$ cat src/rtl/cpu_pkg.sv
// Shared definitions for the 8-bit lab CPU: default widths, opcodes and
// the exec/writeback FSM encoding.
package cpu_pkg;

  localparam int unsigned DATA_W_DFLT = 8;
  localparam int unsigned REG_AW_DFLT = 3;
  localparam int unsigned CNT_W_DFLT  = 16;

  localparam logic [2:0] OP_ADD = 3'b000;
  localparam logic [2:0] OP_SUB = 3'b001;
  localparam logic [2:0] OP_AND = 3'b010;
  localparam logic [2:0] OP_OR  = 3'b011;
  localparam logic [2:0] OP_XOR = 3'b100;
  localparam logic [2:0] OP_SLL = 3'b101;
  localparam logic [2:0] OP_MUL = 3'b110;
  localparam logic [2:0] OP_LI  = 3'b111;

  typedef enum logic [0:0] {
    StIdle,
    StMulBusy
  } state_e;

endpackage

$ cat src/rtl/seq_mul.sv
// Iterative shift-add multiplier: one partial product per cycle, DATA_W busy
// cycles after start; done_o and product_o are valid in the last busy cycle.
module seq_mul #(
  parameter int unsigned DATA_W = 8
) (
  input  logic              clk_i,
  input  logic              rst_i,
  input  logic              start_i,
  input  logic [DATA_W-1:0] a_i,
  input  logic [DATA_W-1:0] b_i,
  output logic              busy_o,
  output logic              done_o,
  output logic [DATA_W-1:0] product_o
);

  localparam int unsigned CntW = (DATA_W > 1) ? $clog2(DATA_W) : 1;

  logic [DATA_W-1:0] mcand_q, mcand_d;
  logic [DATA_W-1:0] mplier_q, mplier_d;
  logic [DATA_W-1:0] acc_q, acc_d;
  logic [CntW-1:0]   cnt_q, cnt_d;
  logic              busy_q, busy_d;
  logic [DATA_W-1:0] acc_step;

  assign acc_step  = acc_q + (mplier_q[0] ? mcand_q : '0);
  assign done_o    = busy_q && (cnt_q == CntW'(DATA_W - 1));
  assign busy_o    = busy_q;
  // Final partial product folds in combinationally so the result is ready with done_o.
  assign product_o = acc_step;

  always_comb begin
    mcand_d  = mcand_q;
    mplier_d = mplier_q;
    acc_d    = acc_q;
    cnt_d    = cnt_q;
    busy_d   = busy_q;
    if (start_i) begin
      mcand_d  = a_i;
      mplier_d = b_i;
      acc_d    = '0;
      cnt_d    = '0;
      busy_d   = 1'b1;
    end else if (busy_q) begin
      mcand_d  = mcand_q << 1;
      mplier_d = mplier_q >> 1;
      acc_d    = acc_step;
      cnt_d    = cnt_q + CntW'(1);
      if (done_o) begin
        busy_d = 1'b0;
      end
    end
  end

  always_ff @(posedge clk_i) begin
    if (rst_i) begin
      mcand_q  <= '0;
      mplier_q <= '0;
      acc_q    <= '0;
      cnt_q    <= '0;
      busy_q   <= 1'b0;
    end else begin
      mcand_q  <= mcand_d;
      mplier_q <= mplier_d;
      acc_q    <= acc_d;
      cnt_q    <= cnt_d;
      busy_q   <= busy_d;
    end
  end

endmodule

$ cat src/rtl/exec_wb_stage.sv
// Execute + writeback stage: operand forwarding, ALU, iterative MUL via seq_mul,
// one-cycle writeback register feeding reg_file, flags and retired counter.
module exec_wb_stage
  import cpu_pkg::*;
#(
  parameter int unsigned DATA_W = DATA_W_DFLT,
  parameter int unsigned REG_AW = REG_AW_DFLT,
  parameter int unsigned CNT_W  = CNT_W_DFLT
) (
  input  logic              clk,
  input  logic              rst,
  input  logic              in_valid,
  output logic              in_ready,
  input  logic [2:0]        in_op,
  input  logic [REG_AW-1:0] in_rd,
  input  logic [REG_AW-1:0] in_rs1,
  input  logic [REG_AW-1:0] in_rs2,
  input  logic [DATA_W-1:0] in_imm,
  input  logic              in_use_imm,
  output logic [REG_AW-1:0] read_reg_num_1,
  output logic [REG_AW-1:0] read_reg_num_2,
  input  logic [DATA_W-1:0] read_data_1,
  input  logic [DATA_W-1:0] read_data_2,
  output logic              writeReg,
  output logic [REG_AW-1:0] write_reg_num,
  output logic [DATA_W-1:0] write_data,
  output logic              flag_zero,
  output logic              flag_carry,
  output logic [CNT_W-1:0]  retired_count
);

  state_e            state_q, state_d;
  logic              wb_valid_q, wb_valid_d;
  logic [REG_AW-1:0] wb_rd_q, wb_rd_d;
  logic [DATA_W-1:0] wb_data_q, wb_data_d;
  logic              zero_q, zero_d;
  logic              carry_q, carry_d;
  logic [CNT_W-1:0]  cnt_q, cnt_d;
  logic [REG_AW-1:0] mul_rd_q, mul_rd_d;

  logic              accept;
  logic [DATA_W-1:0] rs1_val, rs2_val, op_a, op_b;
  logic [DATA_W-1:0] alu_res;
  logic              alu_carry;
  logic              mul_start, mul_busy, mul_done;
  logic [DATA_W-1:0] mul_prod;

  assign in_ready       = (state_q == StIdle);
  assign accept         = in_valid && in_ready;
  assign read_reg_num_1 = in_rs1;
  assign read_reg_num_2 = in_rs2;

  // reg_file commits the pending result at the end of this cycle, so its read data is stale.
  assign rs1_val = (wb_valid_q && (wb_rd_q == in_rs1)) ? wb_data_q : read_data_1;
  assign rs2_val = (wb_valid_q && (wb_rd_q == in_rs2)) ? wb_data_q : read_data_2;
  assign op_a    = rs1_val;
  assign op_b    = in_use_imm ? in_imm : rs2_val;

  always_comb begin
    alu_res   = '0;
    alu_carry = 1'b0;
    case (in_op)
      OP_ADD: {alu_carry, alu_res} = {1'b0, op_a} + {1'b0, op_b};
      OP_SUB: begin
        alu_res   = op_a - op_b;
        alu_carry = (op_a < op_b);
      end
      OP_AND: alu_res = op_a & op_b;
      OP_OR:  alu_res = op_a | op_b;
      OP_XOR: alu_res = op_a ^ op_b;
      OP_SLL: alu_res = op_a << op_b[2:0];
      OP_LI:  alu_res = in_imm;
      default: alu_res = '0;
    endcase
  end

  seq_mul #(
    .DATA_W(DATA_W)
  ) u_seq_mul (
    .clk_i    (clk),
    .rst_i    (rst),
    .start_i  (mul_start),
    .a_i      (op_a),
    .b_i      (op_b),
    .busy_o   (mul_busy),
    .done_o   (mul_done),
    .product_o(mul_prod)
  );

  always_comb begin
    state_d    = state_q;
    wb_valid_d = 1'b0;
    wb_rd_d    = wb_rd_q;
    wb_data_d  = wb_data_q;
    zero_d     = zero_q;
    carry_d    = carry_q;
    cnt_d      = cnt_q;
    mul_rd_d   = mul_rd_q;
    mul_start  = 1'b0;
    unique case (state_q)
      StIdle: begin
        if (accept) begin
          if (in_op == OP_MUL) begin
            state_d   = StMulBusy;
            mul_start = 1'b1;
            mul_rd_d  = in_rd;
          end else begin
            wb_valid_d = 1'b1;
            wb_rd_d    = in_rd;
            wb_data_d  = alu_res;
            carry_d    = alu_carry;
          end
        end
      end
      StMulBusy: begin
        if (mul_busy && mul_done) begin
          state_d    = StIdle;
          wb_valid_d = 1'b1;
          wb_rd_d    = mul_rd_q;
          wb_data_d  = mul_prod;
          carry_d    = 1'b0;
        end
      end
      default: state_d = StIdle;
    endcase
    // Flags and counter move together with the write pulse they describe.
    if (wb_valid_d) begin
      zero_d = (wb_data_d == '0);
      cnt_d  = cnt_q + CNT_W'(1);
    end
  end

  always_ff @(posedge clk) begin
    if (rst) begin
      state_q    <= StIdle;
      wb_valid_q <= 1'b0;
      wb_rd_q    <= '0;
      wb_data_q  <= '0;
      zero_q     <= 1'b0;
      carry_q    <= 1'b0;
      cnt_q      <= '0;
      mul_rd_q   <= '0;
    end else begin
      state_q    <= state_d;
      wb_valid_q <= wb_valid_d;
      wb_rd_q    <= wb_rd_d;
      wb_data_q  <= wb_data_d;
      zero_q     <= zero_d;
      carry_q    <= carry_d;
      cnt_q      <= cnt_d;
      mul_rd_q   <= mul_rd_d;
    end
  end

  assign writeReg      = wb_valid_q;
  assign write_reg_num = wb_rd_q;
  assign write_data    = wb_data_q;
  assign flag_zero     = zero_q;
  assign flag_carry    = carry_q;
  assign retired_count = cnt_q;

endmodule

$ cat config.mk
export PLATFORM = sky130hd
export DESIGN_NAME = exec_wb_stage
export DESIGN_NICKNAME = d
export VERILOG_FILES = /design/src/rtl/cpu_pkg.sv /design/src/rtl/seq_mul.sv /design/src/rtl/exec_wb_stage.sv
export SDC_FILE = /design/constraint.sdc
export NUM_CORES = 1
export LEC_CHECK = 0
export BUFFER_PORTS_ARGS = -buffer_cell sky130_fd_sc_hd__buf_2
export CAP_MARGIN = 40
export CORE_ASPECT_RATIO = 2
export CORE_MARGIN = 3
export CORE_UTILIZATION = 53
export DETAILED_ROUTE_END_ITERATION = 7
export GPL_TIMING_DRIVEN = 0
export HOLD_SLACK_MARGIN = 0.15
export PLACE_DENSITY_LB_ADDON = 0.2
export SYNTH_ARGS = -nofsm -noshare
export SYNTH_HDL_FRONTEND = slang
export SYNTH_SLANG_ARGS = --single-unit
$ cat constraint.sdc
create_clock -name clk -period 4.15 [get_ports clk]
set_clock_uncertainty 0.15 [all_clocks]
set_input_delay 0.415 -clock clk [delete_from_list [all_inputs] [get_ports clk]]
set_output_delay 0.415 -clock clk [all_outputs]
set_load 0.01 [all_outputs]
; Word level (Yosys, flattened, before mapping)
; Cells that the tools add are included.
; Widths: inputs -> output; s select.
[word_totals]
rom_bits = 0
out_inout_bits = 37
latchBits = 0
register_bits = 62
memories = 0
ramBits = 0
wordCells = 82
[op_classes]
n_mux = 34
n_mul = 0
n_eq_ne = 13
reduce_logical = 11
bitwise = 4
order_cmp = 1
shifts = 1
n_addsub = 5
div = 0
[ops]
columns = operator, count
row1 = $mux 8, 11
row2 = $pmux 8 s7, 1
row3 = $add 16x1->16 const B, 1
row4 = $pmux 8 s2, 1
row5 = $eq 3x3->1 const B, 5
row6 = $mux 1, 13
row7 = $add 8x8->9, 1
row8 = $mux 3, 3
row9 = $add 8x8->8, 1
row10 = $and 8x8->8, 1
row11 = $logic_not 8->1, 1
row12 = $lt 8x8->1, 1
row13 = $or 8x8->8, 1
row14 = $pmux 1 s2, 4
row15 = $shl 8x3->8, 1
row16 = $sub 8x8->8, 1
row17 = $xor 8x8->8, 1
row18 = $eq 3x2->1 const B, 2
row19 = $eq 3x3->1, 2
row20 = $pmux 3 s2, 1
row21 = $reduce_and 3->1, 2
row22 = $logic_and 1x1->1, 5
row23 = $ne 2x1->1 const B, 2
row24 = $add 3x1->3 const B, 1
row25 = 6 further kinds, 6

; Depth between registers and ports, before layout
[depth]
ltp_word = 10
depth_mapped = 18
ltp_nobuf = 16

; By module
; From an unflattened synthesis, not the netlist that was laid out.
[unflattened]
cells_unflattened = 658
area_unflattened_um2 = 5059.9
[modules_own_cells]
columns = mod, area_per_inst_um2, cells_each, seq_area_each_um2, n_inst
row1 = exec_wb_stage, 3479.6, 469, 680.7, 1
row2 = seq_mul, 1580.3, 189, 560.5, 1

; Least setup slack after synthesis
; OpenSTA, ideal clock, no wires.
[synth_path]
kind = input -> register
from = input port in_rs2[2]
to = register zero_q, in the netlist flag_zero
path_buffers = 2
setup_time_ps = 88
required_time_ps = 3912
arrival_time_ps = 3851
setup_slack_ps = 61
path_stages = 16
cell_sequence = xor2_1 -> or4_1 -> buf_6 -> o311a_1 -> buf_2 -> ha_1 -> fa_1 -> mux2_2 -> nand2_1 -> a21oi_1 -> a21oi_1 -> a31oi_1 -> a221oi_1 -> nand4_1 -> or3b_1 -> o32ai_2
[synth_between]
elab_chain_len = 10
[synth_rtl]
columns = item, line_no
row1 = start: declaration, exec_wb_stage.sv:17  ; input logic [REG_AW-1:0] in_rs2,
row2 = $eq 3x3->1 (*), exec_wb_stage.sv:55  ; assign rs2_val = (wb_valid_q && (wb_rd_q == in_rs2)) ? wb_data_q : read_data_2;
row3 = $logic_and 1x1->1 (*), exec_wb_stage.sv:55
row4 = $mux 8 (*), exec_wb_stage.sv:55
row5 = $mux 8 (*), exec_wb_stage.sv:57  ; assign op_b = in_use_imm ? in_imm : rs2_val;
row6 = $sub 8x8->8 (tied with other cells), exec_wb_stage.sv:65  ; alu_res = op_a - op_b;
row7 = $pmux 8 s7 (*), exec_wb_stage.sv:62  ; case (in_op)
row8 = $mux 8 (*), exec_wb_stage.sv:103  ; if (in_op == OP_MUL) begin
row9 = $mux 8 (*), exec_wb_stage.sv:102  ; if (accept) begin
row10 = $pmux 8 s2 (*), exec_wb_stage.sv:100  ; unique case (state_q)
row11 = $logic_not 8->1 (*), exec_wb_stage.sv:128  ; zero_d = (wb_data_d == '0);
row12 = end signal: assignment, exec_wb_stage.sv:148  ; zero_q <= zero_d;
row13 = end: declaration, exec_wb_stage.sv:36  ; logic zero_q, zero_d;
; Mark *: on every way between the ends. The rest lies on a longest branch, timed or not.
; A chain may end at the register's enable or synchronous reset.

; Worst setup path after layout
[layout_path]
from = register wb_rd_q[2], in the netlist write_reg_num[2]
to = register zero_q, in the netlist flag_zero
[layout_between]
elab_chain_len = 10
[layout_rtl]
columns = item, line_no
row1 = start: declaration, exec_wb_stage.sv:34  ; logic [REG_AW-1:0] wb_rd_q, wb_rd_d;
row2 = start signal: assignment, exec_wb_stage.sv:146  ; wb_rd_q <= wb_rd_d;
row3 = $eq 3x3->1, exec_wb_stage.sv:55
row4 = $logic_and 1x1->1, exec_wb_stage.sv:55
row5 = $mux 8, exec_wb_stage.sv:55
row6 = $mux 8, exec_wb_stage.sv:57
row7 = $sub 8x8->8 (tied with other cells), exec_wb_stage.sv:65
row8 = $pmux 8 s7 (*), exec_wb_stage.sv:62
row9 = $mux 8 (*), exec_wb_stage.sv:103
row10 = $mux 8 (*), exec_wb_stage.sv:102
row11 = $pmux 8 s2 (*), exec_wb_stage.sv:100
row12 = $logic_not 8->1 (*), exec_wb_stage.sv:128
; Marks and branches as above.

==> impl_metrics.py <==
metrics = {
    "routing": {
        "drt_pass1_iterations": 7,
        "wl_per_cell_um": 22.3,
        "routed_wl_um": 18900,
        "drc": 0,
        "drtIter0Drc": 418,
        "drtAntennaViolNets": 0,
        "vias_per_cell": 6.41,
        "dr_total_vias": 5449,
    },
    "clock_network": {
        "cts_max_level": 3,
        "cts.sinks": 62,
        "clkSlewWorstSetupHoldPaths_ns": 0.05,
        "tritoncts": "yes",
        "root_buffer": "clkbuf_16",
        "ctsHoldBuffers": 0,
        "cts_buffers": 9,
        "cts_buffer_depth": 2,
        "insertion_delay_ns": 0.33,
    },
    "setup_path": {
        "max_stage_delay_ns": 0.60,
        "crit_top_cell": "a21oi_2",
        "cp-start-kind": "register",
        "crit_fanout": 5,
        "path_buf_inv": 0,
        "crit_family": "simple AND/OR/NAND/NOR gates",
        "end_kind": "register",
        "critical-path-slowest-cell": "or4_4",
        "criticalPathCategory": "reg -> reg",
        "crit_chain": "xor2_4 -> or4_4 -> o311a_4 -> ha_4 -> fa_1 -> mux2_4 -> nand2_2 -> a21oi_2 -> a21oi_2 -> a31oi_2 -> a221oi_2 -> nand4_1 -> or3b_4 -> o32ai_2",
        "arrival_ns": 4.32,
        "cp.required_ns": 4.25,
    },
    "synthesis": {
        "synth_top_flop_cell": "dfxtp_1",
        "postSynthAreaPerCell_um2": 7.89,
        "synth_async_sr_flop_share_pct": 0,
        "synthesis.area_um2": 5030,
        "synth_top_area_share_pct": 24.7,
        "synth_seq_cells": 62,
        "ys_warn_count": 0,
        "synth.area.top_cells": "dfxtp_1 (25%), mux2i_1 (8.9%), ha_1 (7.7%), nor2_1 (5.6%), a211oi_1 (4.8%)",
        "synth_top_area_cell": "dfxtp_1",
        "synth.distinct_cells": 70,
        "yosysSeqAreaShare_pct": 24.7,
        "syn_inst": 638,
        "synth_edf_count": 0,
        "synth_fp_nets": 711,
    },
    "cells_and_area": {
        "diodes": 0,
        "syn_to_final_growth_pct": 24.5,
        "num-fill-cells": 738,
        "final_core_util_pct": 68.6,
        "fin_area_um2": 6270,
        "layout-drive-gt1-share_pct": 23.7,
        "layout.nets": 816,
    },
    "run_status": {
        "status": "complete, but fails checks",
        "violations": "setup timing",
    },
    "worst_hold_path": {
        "hp-class": "in -> reg",
    },
    "floorplanning": {
        "ios": 77,
        "fp-row-count": 49,
        "fp.dieArea_um2": 10800,
        "fp.dieW_um": 74.9,
        "die_y_um": 144,
        "coreArea_um2": 9140,
        "initial_utilization_pct": 55.1,
    },
    "pwr": {
        "leakagePower_nw": 2.67,
        "peakVddDrop_mv": 0.375,
        "power.density_nw_per_um2": 316,
        "finalPower_mw": 1.98,
    },
    "timing": {
        "final_max_slew_viol_count": 0,
        "grt_setup_unrepaired": "yes",
        "finalCriticalPeriod_ns": 4.23,
        "setup-tns-final_ns": -0.0772,
        "slew_headroom_pct": 37.9,
        "hold_viol": 0,
        "holdWs_ns": 0.194,
        "fin_crit_sh_pct": 102,
        "setup_viol": 1,
        "fmax_mhz": 237,
        "worst_pin_slew_ns": 0.925,
        "timing.final.ws_setup_ns": -0.0772,
    },
    "placement": {
        "place_hpwl_um": 14600,
        "gp_congestion": 0.995,
        "io_buffers": 73,
        "post_dp_cell_area_um2": 5530,
    },
    "global_route": {
        "grt_overflow": 0,
        "first_global_vias": 5386,
        "grt_max_degree": 12,
        "grt_usage_pct": 35.4,
        "antenna_found_initial": 0,
        "grt_pass1_wl_um": 28400,
    },
    "run": {
        "maxCapViolCount": 0,
    },
}
## sequential cells by signal (all words and copies together) (netlist names), 3 cells and up
signal              cells
u_seq_mul.mcand_q       8
mul_rd_q                3
write_reg_num           3
retired_count          16
u_seq_mul.cnt_q         3
u_seq_mul.acc_q         8
write_data              8
u_seq_mul.mplier_q      8
## synth_stat cells (3+ instances only)
cell / instances
nor3_1: 14
nand3b_1: 3
nor2_1: 75
nand3_1: 19
o21ai_1: 8
xor2_1: 16
buf_2: 5
or3_1: 6
nor4_1: 6
dfxtp_1: 62
nand4_1: 6
a31oi_1: 4
o22ai_1: 3
and2_1: 8
clkbuf_1: 23
inv_1: 28
xnor2_1: 14
and3_1: 4
o311a_1: 3
nand2_1: 51
nand2b_1: 8
buf_4: 7
ha_1: 31
nor2b_1: 19
buf_1: 4
o21ai_0: 23
a22o_1: 6
a21oi_1: 42
mux2i_1: 45
a211oi_1: 32
o41ai_1: 7
a21o_1: 4
## layout make-up
cell class | instances | area, µm² | area share (%)
Multi-Input combinational cell | 504 | 3720 | 59.4
Sequential cell | 62 | 1250 | 20.0
Timing Repair Buffer | 98 | 563 | 8.98
Clock buffer | 12 | 256 | 4.09
Buffer | 37 | 178 | 2.83
Tap cell | 102 | 128 | 2.04
Inverter | 31 | 119 | 1.90
Clock inverter | 4 | 45.0 | 0.719
## power by group
part           internal [mW]  leakage [nW]  switching, mW
Combinational          0.232          2.01          0.348
Clock                  0.493         0.152          0.259
Sequential             0.619         0.506         0.0321
## cells in the final DEF, fill, tap and decap left out, drive strengths merged, types with 3 or more instances in the layout
cell and n:
o21a 3, mux2i 47, nand2 51, xnor2 14, nor4 6, clkbuf 34, or3 6, xor2 17
o311a 4, and2 8, nor2 77, o21ai 31, nand3b 3, o41ai 8, mux2 4, a21o 4
nand3 19, inv 30, a22o 6, a31oi 4, nand4 7, buf 113, and3 4, nor3 14
dfxtp 62, o22ai 3, nor2b 19, a21oi 42, clkinv 4, ha 31, nand2b 8, a211oi 32
## tightest hold or removal path: stages
cell	delay [ns]
buf_2	0.11
nand2_1	0.05
a21oi_1	0.05
## kinds of logic (layout without fill, tap and decap cells)
| logic type | after synthesis | count (layout) | share of synthesized area (%) |
|---|---|---|---|
| adders and majority gates | 33 | 33 | 8.50 |
| muxes | 51 | 51 | 10.6 |
| xor gates and xnor gates | 31 | 31 | 5.77 |
| DFF | 62 | 62 | 24.7 |
| AOI/OAI and AO/OA | 161 | 161 | 22.3 |
| and+or+nand+nor | 228 | 228 | 21.9 |
| buffers and inverters | 72 | 182 | 6.31 |
## stage by stage
| stage | cells | setup WS [ns] |
|---|---|---|
| finish | 850 | -0.0772 |
| global route | 850 | -0.157 |
| CTS | 836 | -0.163 |
| detailed placement | 814 | -0.933 |
| global placement | 813 | -0.905 |
| floorplan | 638 | 0.0605 |
## final timing paths
path / startpoint / endpoint / slack [ns] / cells after the start
setup reg to reg: write_reg_num[2] / flag_zero / -0.08 / 14
hold / removal: in_rd[2] / mul_rd_q[2] / 0.19 / 3
setup / recovery: write_reg_num[2] / flag_zero / -0.08 / 14
hold reg to reg: mul_rd_q[0] / mul_rd_q[0] / 0.30 / 2
## per-layer routing
layer  part of all wire [%]  global-route usage (%)  vias to the layer above  wire length [µm]
met1                     33                    34.5                     2579              6200
li1                       -                       -                     2503                 -
met2                     53                    63.5                      269             10100
met3                    4.9                    4.83                       98               918
met5                      0                       0                        -                 0
met4                    9.0                    27.7                        0              1700
## timing repair
| action | in CTS | in global routing |
|---|---|---|
| endpoints found under the setup margin | 6 | 4 |
| buffers inserted | 6 | 18 |
| gates cloned | 0 | 0 |
| pin swaps | 6 | 13 |
| gates resized for setup | 28 | 31 |
Power figures use the tool's default switching activity.
